### src/rtl/instr_encoder_if.sv
// Field-bundle input and encoded-word output channels of the instruction encoder.
// The encoder takes the slave side; the producer/consumer (loader, bench) takes master.
interface instr_encoder_if;
    // Input side: decoded instruction fields
    logic        IN_VALID;
    logic        IN_READY;
    logic [3:0]  INSTR_CLASS;
    logic [4:0]  ALU_OPCODE;
    logic [2:0]  FUNCT3_IN;
    logic [4:0]  RD;
    logic [4:0]  RS1;
    logic [4:0]  RS2;
    logic [31:0] IMM;

    // Output side: FIFO head
    logic        OUT_VALID;
    logic        OUT_READY;
    logic [31:0] INSTRUCTION;
    logic [31:0] ADDRESS;
    logic        ILLEGAL;

    modport slave (
        input  IN_VALID, INSTR_CLASS, ALU_OPCODE, FUNCT3_IN, RD, RS1, RS2, IMM,
        output IN_READY,
        output OUT_VALID, INSTRUCTION, ADDRESS, ILLEGAL,
        input  OUT_READY
    );

    modport master (
        output IN_VALID, INSTR_CLASS, ALU_OPCODE, FUNCT3_IN, RD, RS1, RS2, IMM,
        input  IN_READY,
        input  OUT_VALID, INSTRUCTION, ADDRESS, ILLEGAL,
        output OUT_READY
    );
endinterface

### src/rtl/instr_encoder.sv
// RV32IM instruction encoder: turns decoded field bundles back into 32-bit
// instruction words, tags each with its instruction-memory byte address and
// buffers the results in a 2-entry FIFO. Bad bundles become a NOP flagged ILLEGAL.
module instr_encoder #(
    parameter logic [31:0] BASE_ADDR = 32'h0000_0000,
    parameter logic [31:0] ADDR_STEP = 32'd4
) (
    input  logic           CLK,
    input  logic           RESET,
    instr_encoder_if.slave bus
);

    typedef enum logic [3:0] {
        CLS_R      = 4'd0,
        CLS_IALU   = 4'd1,
        CLS_LOAD   = 4'd2,
        CLS_STORE  = 4'd3,
        CLS_JAL    = 4'd4,
        CLS_JALR   = 4'd5,
        CLS_LUI    = 4'd6,
        CLS_AUIPC  = 4'd7,
        CLS_BRANCH = 4'd8
    } instr_class_t;

    typedef enum logic [1:0] {
        FIFO_EMPTY,
        FIFO_ONE,
        FIFO_FULL
    } fifo_state_t;

    localparam logic [6:0]  OP_R      = 7'b0110011;
    localparam logic [6:0]  OP_IMM    = 7'b0010011;
    localparam logic [6:0]  OP_LOAD   = 7'b0000011;
    localparam logic [6:0]  OP_STORE  = 7'b0100011;
    localparam logic [6:0]  OP_BRANCH = 7'b1100011;
    localparam logic [6:0]  OP_JAL    = 7'b1101111;
    localparam logic [6:0]  OP_JALR   = 7'b1100111;
    localparam logic [6:0]  OP_LUI    = 7'b0110111;
    localparam logic [6:0]  OP_AUIPC  = 7'b0010111;
    localparam logic [31:0] NOP_WORD  = 32'h0000_0013;

    // ------------------------------------------------------------------
    // Immediate range checks
    // ------------------------------------------------------------------
    logic imm_i_ok;
    logic imm_sh_ok;
    logic imm_b_ok;
    logic imm_j_ok;
    logic imm_u_ok;

    assign imm_i_ok  = (&bus.IMM[31:11]) | ~(|bus.IMM[31:11]);
    assign imm_sh_ok = ~(|bus.IMM[31:5]);
    assign imm_b_ok  = ((&bus.IMM[31:12]) | ~(|bus.IMM[31:12])) & ~bus.IMM[0];
    assign imm_j_ok  = ((&bus.IMM[31:20]) | ~(|bus.IMM[31:20])) & ~bus.IMM[0];
    assign imm_u_ok  = ~(|bus.IMM[11:0]);

    // ------------------------------------------------------------------
    // Combinational encoder
    // ------------------------------------------------------------------
    logic [31:0] enc_word;
    logic        enc_bad;
    logic [6:0]  funct7;
    logic [2:0]  funct3;
    logic        is_shift;
    logic [31:0] push_word;

    // Build the instruction word and flag any illegal class, code, funct3 or immediate
    always_comb begin
        enc_word = '0;
        enc_bad  = 1'b0;
        funct7   = '0;
        funct3   = '0;
        is_shift = 1'b0;
        case (bus.INSTR_CLASS)
            CLS_R: begin
                case (bus.ALU_OPCODE)
                    5'b00000: begin funct7 = 7'b0000000; funct3 = 3'b000; end // ADD
                    5'b00001: begin funct7 = 7'b0100000; funct3 = 3'b000; end // SUB
                    5'b00010: begin funct7 = 7'b0000000; funct3 = 3'b110; end // OR
                    5'b00011: begin funct7 = 7'b0000000; funct3 = 3'b100; end // XOR
                    5'b00100: begin funct7 = 7'b0000000; funct3 = 3'b111; end // AND
                    5'b00101: begin funct7 = 7'b0000000; funct3 = 3'b101; end // SRL
                    5'b00110: begin funct7 = 7'b0000000; funct3 = 3'b001; end // SLL
                    5'b00111: begin funct7 = 7'b0100000; funct3 = 3'b101; end // SRA
                    5'b01000: begin funct7 = 7'b0000001; funct3 = 3'b000; end // MUL
                    5'b01001: begin funct7 = 7'b0000001; funct3 = 3'b001; end // MULH
                    5'b01010: begin funct7 = 7'b0000001; funct3 = 3'b011; end // MULHU
                    5'b01011: begin funct7 = 7'b0000001; funct3 = 3'b010; end // MULHSU
                    5'b01100: begin funct7 = 7'b0000001; funct3 = 3'b100; end // DIV
                    5'b01101: begin funct7 = 7'b0000001; funct3 = 3'b101; end // DIVU
                    5'b01110: begin funct7 = 7'b0000001; funct3 = 3'b110; end // REM
                    5'b01111: begin funct7 = 7'b0000001; funct3 = 3'b111; end // REMU
                    5'b10000: begin funct7 = 7'b0000000; funct3 = 3'b010; end // SLT
                    default:  enc_bad = 1'b1;
                endcase
                enc_word = {funct7, bus.RS2, bus.RS1, funct3, bus.RD, OP_R};
            end
            CLS_IALU: begin
                case (bus.ALU_OPCODE)
                    5'b00000: funct3 = 3'b000;                                  // ADDI
                    5'b10000: funct3 = 3'b010;                                  // SLTI
                    5'b00100: funct3 = 3'b111;                                  // ANDI
                    5'b00010: funct3 = 3'b110;                                  // ORI
                    5'b00011: funct3 = 3'b100;                                  // XORI
                    5'b00110: begin funct3 = 3'b001; is_shift = 1'b1; end       // SLLI
                    5'b00101: begin funct3 = 3'b101; is_shift = 1'b1; end       // SRLI
                    5'b00111: begin funct3 = 3'b101; is_shift = 1'b1;
                                    funct7 = 7'b0100000; end                    // SRAI
                    default:  enc_bad = 1'b1;
                endcase
                if (is_shift) begin
                    enc_bad  = enc_bad | ~imm_sh_ok;
                    enc_word = {funct7, bus.IMM[4:0], bus.RS1, funct3, bus.RD, OP_IMM};
                end else begin
                    enc_bad  = enc_bad | ~imm_i_ok;
                    enc_word = {bus.IMM[11:0], bus.RS1, funct3, bus.RD, OP_IMM};
                end
            end
            CLS_LOAD: begin
                case (bus.FUNCT3_IN)
                    3'b000, 3'b001, 3'b010, 3'b100, 3'b101: enc_bad = ~imm_i_ok;
                    default:                                enc_bad = 1'b1;
                endcase
                enc_word = {bus.IMM[11:0], bus.RS1, bus.FUNCT3_IN, bus.RD, OP_LOAD};
            end
            CLS_STORE: begin
                case (bus.FUNCT3_IN)
                    3'b000, 3'b001, 3'b010: enc_bad = ~imm_i_ok;
                    default:                enc_bad = 1'b1;
                endcase
                enc_word = {bus.IMM[11:5], bus.RS2, bus.RS1, bus.FUNCT3_IN,
                            bus.IMM[4:0], OP_STORE};
            end
            CLS_BRANCH: begin
                case (bus.FUNCT3_IN)
                    3'b000, 3'b001, 3'b100, 3'b101, 3'b110, 3'b111: enc_bad = ~imm_b_ok;
                    default:                                        enc_bad = 1'b1;
                endcase
                enc_word = {bus.IMM[12], bus.IMM[10:5], bus.RS2, bus.RS1, bus.FUNCT3_IN,
                            bus.IMM[4:1], bus.IMM[11], OP_BRANCH};
            end
            CLS_JAL: begin
                enc_bad  = ~imm_j_ok;
                enc_word = {bus.IMM[20], bus.IMM[10:1], bus.IMM[11], bus.IMM[19:12],
                            bus.RD, OP_JAL};
            end
            CLS_JALR: begin
                enc_bad  = ~imm_i_ok;
                enc_word = {bus.IMM[11:0], bus.RS1, 3'b000, bus.RD, OP_JALR};
            end
            CLS_LUI: begin
                enc_bad  = ~imm_u_ok;
                enc_word = {bus.IMM[31:12], bus.RD, OP_LUI};
            end
            CLS_AUIPC: begin
                enc_bad  = ~imm_u_ok;
                enc_word = {bus.IMM[31:12], bus.RD, OP_AUIPC};
            end
            default: enc_bad = 1'b1;
        endcase
    end

    assign push_word = enc_bad ? NOP_WORD : enc_word;

    // ------------------------------------------------------------------
    // Output FIFO: occupancy tracked as a small FSM
    // ------------------------------------------------------------------
    fifo_state_t state;
    fifo_state_t state_next;
    logic        in_ready;
    logic        out_valid;
    logic        push;
    logic        pop;

    logic [31:0] slot_word [2];
    logic [31:0] slot_addr [2];
    logic        slot_ill  [2];
    logic        wr_ptr;
    logic        rd_ptr;
    logic [31:0] addr_cnt;

    assign in_ready  = (state != FIFO_FULL);
    assign out_valid = (state != FIFO_EMPTY);
    assign push      = bus.IN_VALID & in_ready;
    assign pop       = out_valid & bus.OUT_READY;

    // Occupancy state register
    always_ff @(posedge CLK) begin
        if (!RESET) state <= FIFO_EMPTY;
        else        state <= state_next;
    end

    // Occupancy next-state from push/pop; push and pop together at one entry keeps one
    always_comb begin
        state_next = state;
        case (state)
            FIFO_EMPTY: if (push) state_next = FIFO_ONE;
            FIFO_ONE: begin
                if (push && !pop)      state_next = FIFO_FULL;
                else if (pop && !push) state_next = FIFO_EMPTY;
            end
            FIFO_FULL:  if (pop) state_next = FIFO_ONE;
            default:    state_next = FIFO_EMPTY;
        endcase
    end

    // FIFO storage, pointers and address counter
    always_ff @(posedge CLK) begin
        if (!RESET) begin
            for (int unsigned i = 0; i < 2; i++) begin
                slot_word[i] <= '0;
                slot_addr[i] <= '0;
                slot_ill[i]  <= 1'b0;
            end
            wr_ptr   <= 1'b0;
            rd_ptr   <= 1'b0;
            addr_cnt <= BASE_ADDR;
        end else begin
            if (push) begin
                slot_word[wr_ptr] <= push_word;
                slot_addr[wr_ptr] <= addr_cnt;
                slot_ill[wr_ptr]  <= enc_bad;
                wr_ptr            <= ~wr_ptr;
                addr_cnt          <= addr_cnt + ADDR_STEP;
            end
            if (pop) rd_ptr <= ~rd_ptr;
        end
    end

    // Head outputs, forced to zero while the FIFO is empty
    always_comb begin
        bus.IN_READY    = in_ready;
        bus.OUT_VALID   = out_valid;
        bus.INSTRUCTION = '0;
        bus.ADDRESS     = '0;
        bus.ILLEGAL     = 1'b0;
        if (out_valid) begin
            bus.INSTRUCTION = slot_word[rd_ptr];
            bus.ADDRESS     = slot_addr[rd_ptr];
            bus.ILLEGAL     = slot_ill[rd_ptr];
        end
    end

endmodule

### src/flat_wrapper.sv
// flat-port wrapper written by rule: the top's interface ports become plain ports
module instr_encoder_flat 
#(
    parameter logic [31:0] BASE_ADDR = 32'h0000_0000,
    parameter logic [31:0] ADDR_STEP = 32'd4
)
  (CLK, RESET, bus_IN_VALID, bus_INSTR_CLASS, bus_ALU_OPCODE, bus_FUNCT3_IN, bus_RD, bus_RS1, bus_RS2, bus_IMM, bus_IN_READY, bus_OUT_VALID, bus_INSTRUCTION, bus_ADDRESS, bus_ILLEGAL, bus_OUT_READY);
  instr_encoder_if bus_i ();
  input  logic CLK;
  input  logic RESET;
  input wire logic [$bits(bus_i.IN_VALID)-1:0] bus_IN_VALID;
  input wire logic [$bits(bus_i.INSTR_CLASS)-1:0] bus_INSTR_CLASS;
  input wire logic [$bits(bus_i.ALU_OPCODE)-1:0] bus_ALU_OPCODE;
  input wire logic [$bits(bus_i.FUNCT3_IN)-1:0] bus_FUNCT3_IN;
  input wire logic [$bits(bus_i.RD)-1:0] bus_RD;
  input wire logic [$bits(bus_i.RS1)-1:0] bus_RS1;
  input wire logic [$bits(bus_i.RS2)-1:0] bus_RS2;
  input wire logic [$bits(bus_i.IMM)-1:0] bus_IMM;
  output wire logic [$bits(bus_i.IN_READY)-1:0] bus_IN_READY;
  output wire logic [$bits(bus_i.OUT_VALID)-1:0] bus_OUT_VALID;
  output wire logic [$bits(bus_i.INSTRUCTION)-1:0] bus_INSTRUCTION;
  output wire logic [$bits(bus_i.ADDRESS)-1:0] bus_ADDRESS;
  output wire logic [$bits(bus_i.ILLEGAL)-1:0] bus_ILLEGAL;
  input wire logic [$bits(bus_i.OUT_READY)-1:0] bus_OUT_READY;
  assign bus_i.IN_VALID = bus_IN_VALID;
  assign bus_i.INSTR_CLASS = bus_INSTR_CLASS;
  assign bus_i.ALU_OPCODE = bus_ALU_OPCODE;
  assign bus_i.FUNCT3_IN = bus_FUNCT3_IN;
  assign bus_i.RD = bus_RD;
  assign bus_i.RS1 = bus_RS1;
  assign bus_i.RS2 = bus_RS2;
  assign bus_i.IMM = bus_IMM;
  assign bus_IN_READY = bus_i.IN_READY;
  assign bus_OUT_VALID = bus_i.OUT_VALID;
  assign bus_INSTRUCTION = bus_i.INSTRUCTION;
  assign bus_ADDRESS = bus_i.ADDRESS;
  assign bus_ILLEGAL = bus_i.ILLEGAL;
  assign bus_i.OUT_READY = bus_OUT_READY;
  instr_encoder #(.BASE_ADDR(BASE_ADDR), .ADDR_STEP(ADDR_STEP)) u_core (.CLK(CLK), .RESET(RESET), .bus(bus_i));
endmodule
### config.mk
export PLATFORM = sky130hd
export DESIGN_NAME = instr_encoder_flat
export DESIGN_NICKNAME = d
export VERILOG_FILES = /design/src/rtl/instr_encoder_if.sv /design/src/rtl/instr_encoder.sv /design/src/flat_wrapper.sv
export SDC_FILE = /design/constraint.sdc
export NUM_CORES = 1
export LEC_CHECK = 0
export BUFFER_PORTS_ARGS = -buffer_cell sky130_fd_sc_hd__clkbuf_2
export CAP_MARGIN = 40
export CORE_ASPECT_RATIO = 0.75
export CORE_MARGIN = 2
export CORE_UTILIZATION = 62
export CTS_BUF_LIST = sky130_fd_sc_hd__clkbuf_8 sky130_fd_sc_hd__clkbuf_16
export DETAILED_ROUTE_END_ITERATION = 16
export GPL_TIMING_DRIVEN = 0
export PLACE_DENSITY = 0.86
export REMOVE_ABC_BUFFERS = 1
export SLEW_MARGIN = 25
export SYNTH_ARGS = -nofsm -noshare
export SYNTH_HDL_FRONTEND = slang
export SYNTH_SLANG_ARGS = --single-unit
### constraint.sdc
create_clock -name CLK -period 16.9 [get_ports CLK]
set_input_delay 0.845 -clock CLK [delete_from_list [all_inputs] [get_ports CLK]]
set_output_delay 0.845 -clock CLK [all_outputs]
set_load 0.03 [all_outputs]
==> impl_metrics.env <==
export IMPL_outcome="complete, no violations"
export IMPL_core_area_um2=13600
export IMPL_antenna_found_initial=0
export IMPL_placed_cell_area_um2=9390
export IMPL_syn_inst=814
export IMPL_via_per_inst=6.00
export IMPL_clockRootBuffer="clkbuf_16"
export IMPL_syn_avg_cell_area_um2=10.5
export IMPL_cp_max_fo=69
export IMPL_insertion_delay_ns=0.43
export IMPL_power_frac_clock=0.395
export IMPL_layout_drive_gt1_share=0.226
export IMPL_totalPowerFinal_w=0.000978
export IMPL_maxCapViolCount=0
export IMPL_diodes=0
export IMPL_p_sw_w=0.000258
export IMPL_area_delta_synth_final_pct=17.0
export IMPL_synth_edff_count=122
export IMPL_clkTransAtPathRegs_ns=0.06
export IMPL_synth_xor_area_frac=0.0256
export IMPL_r2r_cells=7
export IMPL_power_density_nw_per_um2=97.9
export IMPL_hold_slack_ns=0.488
export IMPL_rsz0062_at_grt="false"
export IMPL_worstSetupEndpoint="u_core.slot_word[1][14]$_SDFFCE_PN0P_"
export IMPL_routedWlPerCell_um=18.2
export IMPL_synth_adder_area_share=0.00146
export IMPL_cts_hold_buf=0
export IMPL_nets=981
export IMPL_tightest_slew_ns=0.751
export IMPL_cts_made_buffers=17
export IMPL_cp_arrival_ns=3.60
export IMPL_grt_use_total=0.283
export IMPL_synth_distinct_cells=64
export IMPL_drt_iter0_markers=509
export IMPL_final_cell_mix="clkbuf_2, edfxtp_1, nor2_1"
export IMPL_finalHoldViolations=0
export IMPL_ctsHtreeMaxLevel=4
export IMPL_regArea_um2=4410
export IMPL_grt_pass1_vias=6261
export IMPL_clockBufferDepth=2
export IMPL_synth_area_um2=8540
export IMPL_muxShareOfSynthArea=0.0797
export IMPL_fill_cells=995
export IMPL_die_x_um=140
export IMPL_vias=6635
export IMPL_worst_setup_path_type="in -> reg"
export IMPL_maxSlewViolCount=0
export IMPL_slew_headroom=0.499
export IMPL_grt_max_degree=70
export IMPL_intPower_w=0.000720
export IMPL_synth_top_family_by_area="simple AND/OR/NAND/NOR gates"
export IMPL_seqPwrFrac=0.461
export IMPL_place_congestion=1.02
export IMPL_crit_start="RESET"
export IMPL_p_comb_frac=0.144
export IMPL_die_h_um=106
export IMPL_reg2reg_to="u_core.slot_word[1][14]$_SDFFCE_PN0P_"
export IMPL_setup_tns_final_ns=0
export IMPL_cp_start_kind="primary input"
export IMPL_holdPathStages=2
export IMPL_overflow=0
export IMPL_ys_ff_latch=159
export IMPL_synth_ff_type="edfxtp_1"
export IMPL_drc=0
export IMPL_vdd_drop_max_uv=75.8
export IMPL_period_needed_ns=3.33
export IMPL_cts_sinks=159
export IMPL_finalSetupViolCount=0
export IMPL_cp_end_kind="flop"
export IMPL_r2r_start="u_core.state[0]$_SDFFE_PN0P_"
export IMPL_cts_resized=0
export IMPL_portBuffers=127
export IMPL_drt_wl_total_mm=20.1
export IMPL_max_freq_ghz=0.300
export IMPL_die_area_um2=14700
export IMPL_firstDrtPassIters=5
export IMPL_dp_hpwl_mm=13.9
export IMPL_yosys_area_share_simple=0.242
export IMPL_cts_setup_buffers=0
export IMPL_start_util=0.630
export IMPL_p_sw_frac=0.264
export IMPL_r2r_slack_ns=13.70
export IMPL_leakagePower_nw=3.87
export IMPL_skew_ns=0.0109
export IMPL_finalInstanceArea_um2=9990
export IMPL_min_path_type="reg -> reg"
export IMPL_final_common_cell="clkbuf_2"
export IMPL_ios=130
export IMPL_fin_crit_sh=0.197
export IMPL_worstPathRequired_ns=17.17
export IMPL_yosysSeqAreaShare=0.516
export IMPL_grt_pass1_wl_mm=32.5
export IMPL_yosys_warnings=0
export IMPL_cts_tree="yes"
export IMPL_ant_nets=0
export IMPL_synth_compound_area_frac=0.101
export IMPL_placementRows=37
export IMPL_multi_input_area_um2=3890
export IMPL_ys_async_sr_fraction=0
[synthesized netlist by cell type (6+ instances only)]
cell | n | area, um2
a21boi_0 | 9 | 67.6
a21oi_1 | 25 | 125
a22o_1 | 9 | 78.8
a22oi_1 | 12 | 90.1
a32oi_1 | 6 | 52.6
and2_1 | 57 | 357
and3_1 | 44 | 275
clkbuf_1 | 39 | 146
dfxtp_1 | 37 | 741
edfxtp_1 | 122 | 3660
inv_1 | 10 | 37.5
mux2i_1 | 68 | 681
nand2_1 | 37 | 139
nand2b_1 | 9 | 56.3
nand3_1 | 22 | 110
nand4_1 | 9 | 56.3
nor2_1 | 111 | 417
nor2b_1 | 11 | 68.8
nor3_1 | 15 | 75.1
nor3_2 | 25 | 250
nor4_1 | 8 | 50.1
o21ai_0 | 26 | 130
o22a_1 | 7 | 61.3
or3_1 | 7 | 43.8
xnor2_1 | 21 | 184
[per-stage QoR]
stage	util	worst slack [ns]	std cells
6_report	0.737	13.57	1105
5_1_grt	0.737	13.35	1105
4_1_cts	0.736	13.58	1104
3_5_place_dp	0.692	13.17	1072
3_3_place_gp	0.674	8.44	1062
2_1_floorplan	-	11.04	760
[cells by family after synthesis]
kind of cell,count (synthesis)
simple gates,373
buf+inv,65
other cells,1
compound gates,122
flops,159
fa+ha+maj,1
xor+xnor,25
mux,68
[routing by layer]
metal / share of wire / vias to the layer above / GRT usage
met5: 0 / - / 0
met4: 0.020 / 0 / 0.116
met3: 0.069 / 33 / 0.0572
met2: 0.47 / 278 / 0.432
met1: 0.44 / 3142 / 0.399
li1: - / 3182 / -
[how the worst min path moves through the flow]
| stage | start | endpoint | slack (ns) |
|---|---|---|---|
| 2_1_floorplan | u_core.slot_ill[1]$_DFF_P_ | u_core.slot_ill[1]$_DFF_P_ | 0.45 |
| 3_3_place_gp | u_core.slot_ill[1]$_DFF_P_ | u_core.slot_ill[1]$_DFF_P_ | 0.47 |
| 3_5_place_dp | u_core.slot_ill[1]$_DFF_P_ | u_core.slot_ill[1]$_DFF_P_ | 0.48 |
| 4_1_cts | u_core.slot_ill[1]$_DFF_P_ | u_core.slot_ill[1]$_DFF_P_ | 0.49 |
| 5_1_grt | u_core.slot_ill[1]$_DFF_P_ | u_core.slot_ill[1]$_DFF_P_ | 0.53 |
| 6_report | u_core.slot_ill[1]$_DFF_P_ | u_core.slot_ill[1]$_DFF_P_ | 0.49 |
[sequential cells by signal (all words and copies together), names as in the netlist, named ones only]
register	cells
u_core.wr_ptr	1
u_core.slot_ill	2
u_core.slot_word	62
u_core.slot_addr	60
u_core.addr_cnt	30
u_core.state	2
u_core.rd_ptr	1
[area by class of cell]
type / instances / area share
inverters: 10 / 0.00376
repair buffers: 138 / 0.0843
clock buffers: 17 / 0.0426
flip-flops and latches: 159 / 0.441
clock inverters: 15 / 0.0169
well taps: 175 / 0.0219
multi-input cells: 591 / 0.389
[critical path, cell delays in order]
cell      delay, ns
clkbuf_4       0.51
nand3_2        0.73
inv_1          0.61
buf_8          0.24
nand4_1        0.35
nor2_1         0.25
[power by group through the flow]
stage	logic (W)	clock network (W)	registers [W]
4_1_cts	0.000141	0.000389	0.000451
2_1_floorplan	0.0000842	0	0.000461
3_5_place_dp	0.000140	0	0.000460
3_3_place_gp	0.000130	0	0.000464
6_report	0.000141	0.000386	0.000451
5_1_grt	0.000152	0.000406	0.000453
No activity file was read; power rests on OpenSTA's default activity.
